**src/rtl/seq_sm_mul.sv**
```systemverilog
// Sequential sign-magnitude multiplier: shift-add, one multiplier bit per clock.
// Optional early completion when the remaining multiplier is zero: SEQ_SM_MUL_EARLY_EXIT_EN.
module seq_sm_mul #(
    parameter int MAG_W = 2
) (
    input  logic               clk,
    input  logic               rst_n,
    input  logic               start,
    input  logic [MAG_W:0]     a,
    input  logic [MAG_W:0]     b,
    output logic               busy,
    output logic               done,
    output logic [2*MAG_W:0]   product
);

    localparam int CNT_W = (MAG_W > 1) ? $clog2(MAG_W) : 1;

    typedef enum logic [1:0] {IDLE, RUN, DONE} state_t;

    state_t               state;
    logic [MAG_W-1:0]     mcand;
    logic [MAG_W-1:0]     mplier;
    logic [2*MAG_W-1:0]   acc;
    logic [CNT_W-1:0]     cnt;
    logic                 sign_q;

    logic [2*MAG_W-1:0]   addend;
    logic [2*MAG_W-1:0]   acc_sum;
    logic                 last_iter;
    logic                 accept;

    always_comb begin
        addend  = '0;
        if (mplier[0]) begin
            addend = {{MAG_W{1'b0}}, mcand} << cnt;
        end
        acc_sum = acc + addend;
        accept  = start && ((state == IDLE) || (state == DONE));
`ifdef SEQ_SM_MUL_EARLY_EXIT_EN
        last_iter = (cnt == CNT_W'(MAG_W - 1)) || ((mplier >> 1) == '0);
`else
        last_iter = (cnt == CNT_W'(MAG_W - 1));
`endif
    end

    always_ff @(posedge clk or negedge rst_n) begin
        if (!rst_n) begin
            state   <= IDLE;
            mcand   <= '0;
            mplier  <= '0;
            acc     <= '0;
            cnt     <= '0;
            sign_q  <= 1'b0;
            busy    <= 1'b0;
            done    <= 1'b0;
            product <= '0;
        end else begin
            done <= 1'b0;
            case (state)
                RUN: begin
                    acc    <= acc_sum;
                    mplier <= mplier >> 1;
                    cnt    <= cnt + 1'b1;
                    if (last_iter) begin
                        state   <= DONE;
                        busy    <= 1'b0;
                        done    <= 1'b1;
                        // A zero magnitude forces a positive sign, so -0 never appears.
                        product <= {sign_q && (acc_sum != '0), acc_sum};
                    end
                end
                IDLE, DONE: begin
                    if (accept) begin
                        state  <= RUN;
                        busy   <= 1'b1;
                        mcand  <= a[MAG_W-1:0];
                        mplier <= b[MAG_W-1:0];
                        acc    <= '0;
                        cnt    <= '0;
                        sign_q <= a[MAG_W] ^ b[MAG_W];
                    end else begin
                        state <= IDLE;
                    end
                end
                default: begin
                    state <= IDLE;
                    busy  <= 1'b0;
                end
            endcase
        end
    end

endmodule
```
**config.mk**
```make
export PLATFORM = sky130hd
export DESIGN_NAME = seq_sm_mul
export DESIGN_NICKNAME = d
export VERILOG_FILES = /design/src/rtl/seq_sm_mul.sv
export SDC_FILE = /design/constraint.sdc
export NUM_CORES = 1
export LEC_CHECK = 0
export CORE_ASPECT_RATIO = 1.2
export CORE_MARGIN = 4
export CORE_UTILIZATION = 25
export CTS_BUF_LIST = sky130_fd_sc_hd__clkbuf_16
export DETAILED_ROUTE_END_ITERATION = 10
export SYNTH_ARGS = -nofsm -noshare
export SYNTH_HDL_FRONTEND = slang
export SYNTH_SLANG_ARGS = --single-unit
```
**constraint.sdc**
```tcl
create_clock -name clk -period 2.5 [get_ports clk]
set_input_delay 0.25 -clock clk [delete_from_list [all_inputs] [get_ports clk]]
set_output_delay 0.25 -clock clk [all_outputs]
set_load 0.01 [all_outputs]
```
==> key figures <==
Pwr
  • Pwr Density: 1107 nW/um^2
  • Overall power: ~1.3 mW
  • Combinational power share: 36.3%
  • IR drop worst, VDD: roughly 250 uV
  • Seq pwr share: 39.9%
  • P_int: 0.8906 mW
  • Switch Pwr: 0.4580 mW
  • Pleak: 0.5907 nW
  • Clock share of power: 23.8%
  • Switching Fraction: 33.96%

Clock tree
  • CTS Root Cell: clkbuf_16
  • Cts hold-fix bufs: 0
  • CTS buffer count: 3
  • Max H-tree Level: 1
  • Post-cts sizing count: 0
  • CTS tree: done
  • Post-CTS Setup Bufs: 0
  • Max Buffers Root-to-Sink: 2
  • CTS clock-pin slew for the worst setup and hold paths: around 0.050 ns
  • Clk Latency, worst-skew pair: 0.25 ns
  • Sink Count: 19

STA
  • Slew HR: 43.87%
  • Worst Skew: 0.002536 ns
  • FMAX: 480.0 MHz
  • Setup TNS: 0 ns
  • Unrepaired setup endpoints after global routing: no
  • Setup violators final: 0
  • Post-route setup slack: 0.4166 ns
  • Final worst path period share: a little over four fifths
  • Worst Hold Slack: 0.4741 ns
  • Pins Over Slew Limit: 0
  • Final hold violation count: 0
  • Final min period: 2.083 ns
  • Worst Max-Slew Pin Slew: 0.8394 ns

Logic synthesis
  • Syn Nets: 104
  • Syn Std Cell Area: 934.6 um^2
  • Top_reg_cell synth: dfrtp_1
  • Synth warn: 0
  • Most common cell in the synthesized netlist: dfrtp_1
  • Area leader, netlist: dfrtp_1
  • Cells after Synth: just over 90
  • Synth async-reset ratio: 100.0%
  • Post-synthesis sequential area ratio: 50.87%
  • Syn Area/Cell: 10.27 um^2
  • Top-area cell type share of the netlist area: around half
  • Synth area leaders: dfrtp_1, nand2_1, o21ai_0
  • Synth cell count leaders: dfrtp_1, nand2_1, o21ai_0
  • Post-synth EDFFs: 0
  • #FFs+latches synth: 19
  • Cell variety after synth: 31

Finish
  • Ratio of cells with drive above 1 in the final layout: ~7.4%
  • Register Area: 475.5 um^2
  • Finished Layout Cells: 160
  • Layout Area Growth over Synthesis: 30.39%
  • Ant. Diodes: 0
  • Final core occ: 33.54%
  • Fillers: between 300 and 400
  • Final instance area: 1219 um^2
  • Multi-input gate area: 430.4 um^2
  • Layout net count: 122

Floorplanning
  • # IOs: 16
  • Initial Utilization: 25.72%
  • Die Y: 74.98 um
  • Die X-Extent: between 60 and 70 um
  • Core ar.: around 3600 um^2
  • Die area: 4785 um^2
  • Core Rows: 24

Critical path
  • Largest stage delay, worst path: 0.48 ns
  • Startpoint types: register
  • Crit. End Element: register
  • Critical path's slowest cell: dfrtp_1
  • Crit Path Max Fanout: 8
  • Crit-path cells: mux2_2 > nand2_1 > inv_1 > ha_1 > a211o_1 > a21o_1 > a21oi_1 > o21ai_1
  • CP Class: reg2reg
  • WP data arrival: about 2.2 ns
  • Reg2reg setup slack: 0.42 ns
  • Required time of the critical path: approximately 2.6 ns

Place
  • Buffers on Ports: 15
  • DP Area: 1140 um^2
  • Setup slack at placement: roughly 0.44 ns
  • Post-DP HPWL: 1.383 mm
  • Placed cell count: 156
  • RD Place Congestion: around 0.71

GRT
  • First-pass GRT wire length: ~3.2 mm
  • GRT overflow: 0
  • GRT Util Overall: under 10%
  • Antenna violations before repair: 0
  • Vias in the first global route: ~710
  • Maximum number of pins on one net before global-route repair: 20

Worst hold path
  • Worst min path class: reg2reg

Status
  • Outcome: finished, final reports clean

Drt
  • Antenna-violating nets left: 0
  • Routed WL per cell: 11.26 um
  • First-pass iteration count of the detailed router: 4
  • Via/cell ratio: 4.338
  • Routed vias: 694
  • Initial DRC Count: 31
  • WL final: 1.801 mm
  • Drt drc: 0

Job
  • Max-cap violations: 0
==> final cells by class <==
| cell class | count | area share, % |
|---|---|---|
| clock buffer | 3 | 6.160 |
| clock inverter | 1 | 0.3080 |
| inverter | 5 | 1.540 |
| multi-input combinational | 65 | 35.32 |
| sequential | 19 | 39.01 |
| tap | 52 | 5.339 |
| timing repair buffer | 15 | 12.32 |
==> power by group through the flow <==
stage	clock network, mW	registers, mW	logic [mW]
floorplan	0	0.507	0.357
global placement	0	0.541	0.486
detailed placement	0	0.546	0.498
CTS	0.331	0.541	0.500
global route	0.351	0.561	0.559
finish	0.321	0.538	0.490
==> layout by cell type, fill, tap and decap left out <==
| cell type | n |
|---|---|
| dfrtp_1 | 19 |
| nand2_1 | 17 |
| clkdlybuf4s50_1 | 15 |
| o21ai_0 | 10 |
| inv_1 | 6 |
| nor2_1 | 4 |
| nand2b_1 | 3 |
| o21ai_1 | 3 |
| ha_1 | 3 |
| clkbuf_16 | 3 |
| mux2_2 | 2 |
| and3b_1 | 2 |
| and2_1 | 2 |
| a22o_1 | 2 |
| and3_1 | 1 |
| nor2b_4 | 1 |
| nand2_4 | 1 |
| mux2_4 | 1 |
| a211o_1 | 1 |
| or2_0 | 1 |
| a21o_1 | 1 |
| nand3_1 | 1 |
| xor2_1 | 1 |
| nand3b_1 | 1 |
| a21oi_1 | 1 |
| and2b_1 | 1 |
| mux2i_1 | 1 |
| o2bb2ai_1 | 1 |
| xnor2_1 | 1 |
| a221o_1 | 1 |
| fa_1 | 1 |
==> cells by family (layout without fill, tap and decap cells) <==
kind of cell / Yosys count / after routing / share of synthesized area (%)
AO/OA/AOI/OAI: 20 / 20 / 13.12
XOR/XNOR: 2 / 2 / 1.875
adder cells (fa/ha/maj): 4 / 4 / 6.158
buffers and inverters: 7 / 24 / 3.078
flip-flops: 19 / 19 / 50.87
multiplexers: 4 / 4 / 5.086
AND/OR/NAND/NOR: 35 / 35 / 19.81
==> path summary, 6_finish.rpt <==
check | start | cells after the start | end
max | cnt$_DFFE_PN0P_ | 8 | product[4]$_DFFE_PN0P_
min | product[1]$_DFFE_PN0P_ | 2 | product[1]$_DFFE_PN0P_
max reg2reg | cnt$_DFFE_PN0P_ | 8 | product[4]$_DFFE_PN0P_
min reg2reg | product[1]$_DFFE_PN0P_ | 2 | product[1]$_DFFE_PN0P_
max in group asynchronous | rst_n | 1 | done$_DFF_PN0_
min in group asynchronous | rst_n | 1 | product[0]$_DFFE_PN0P_
==> per-layer routing <==
layer / up-vias / GRT usage [%] / routed length, um
li1: 343 / - / -
met1: 330 / 10.63 / 789
met2: 16 / 13.43 / 864
met3: 5 / 2.687 / 94
met4: 0 / 6.715 / 52
met5: - / 0 / 0
==> sequential cells by signal (all words and copies together) (netlist names) <==
| name | cells |
|---|---|
| acc | 4 |
| busy | 1 |
| cnt | 1 |
| done | 1 |
| mcand | 2 |
| mplier | 2 |
| product | 5 |
| sign_q | 1 |
| state | 2 |
==> worst max-delay path, delay by kind of cell (launching register included) <==
family	cells	cell delay, ns
and+or+nand+nor	1	0.12
AOI/OAI and AO/OA	4	0.69
DFF	1	0.48
adders and majority gates	1	0.27
buffers and inverters	1	0.06
muxes	1	0.37
No activity file was read; power rests on OpenSTA's default activity.
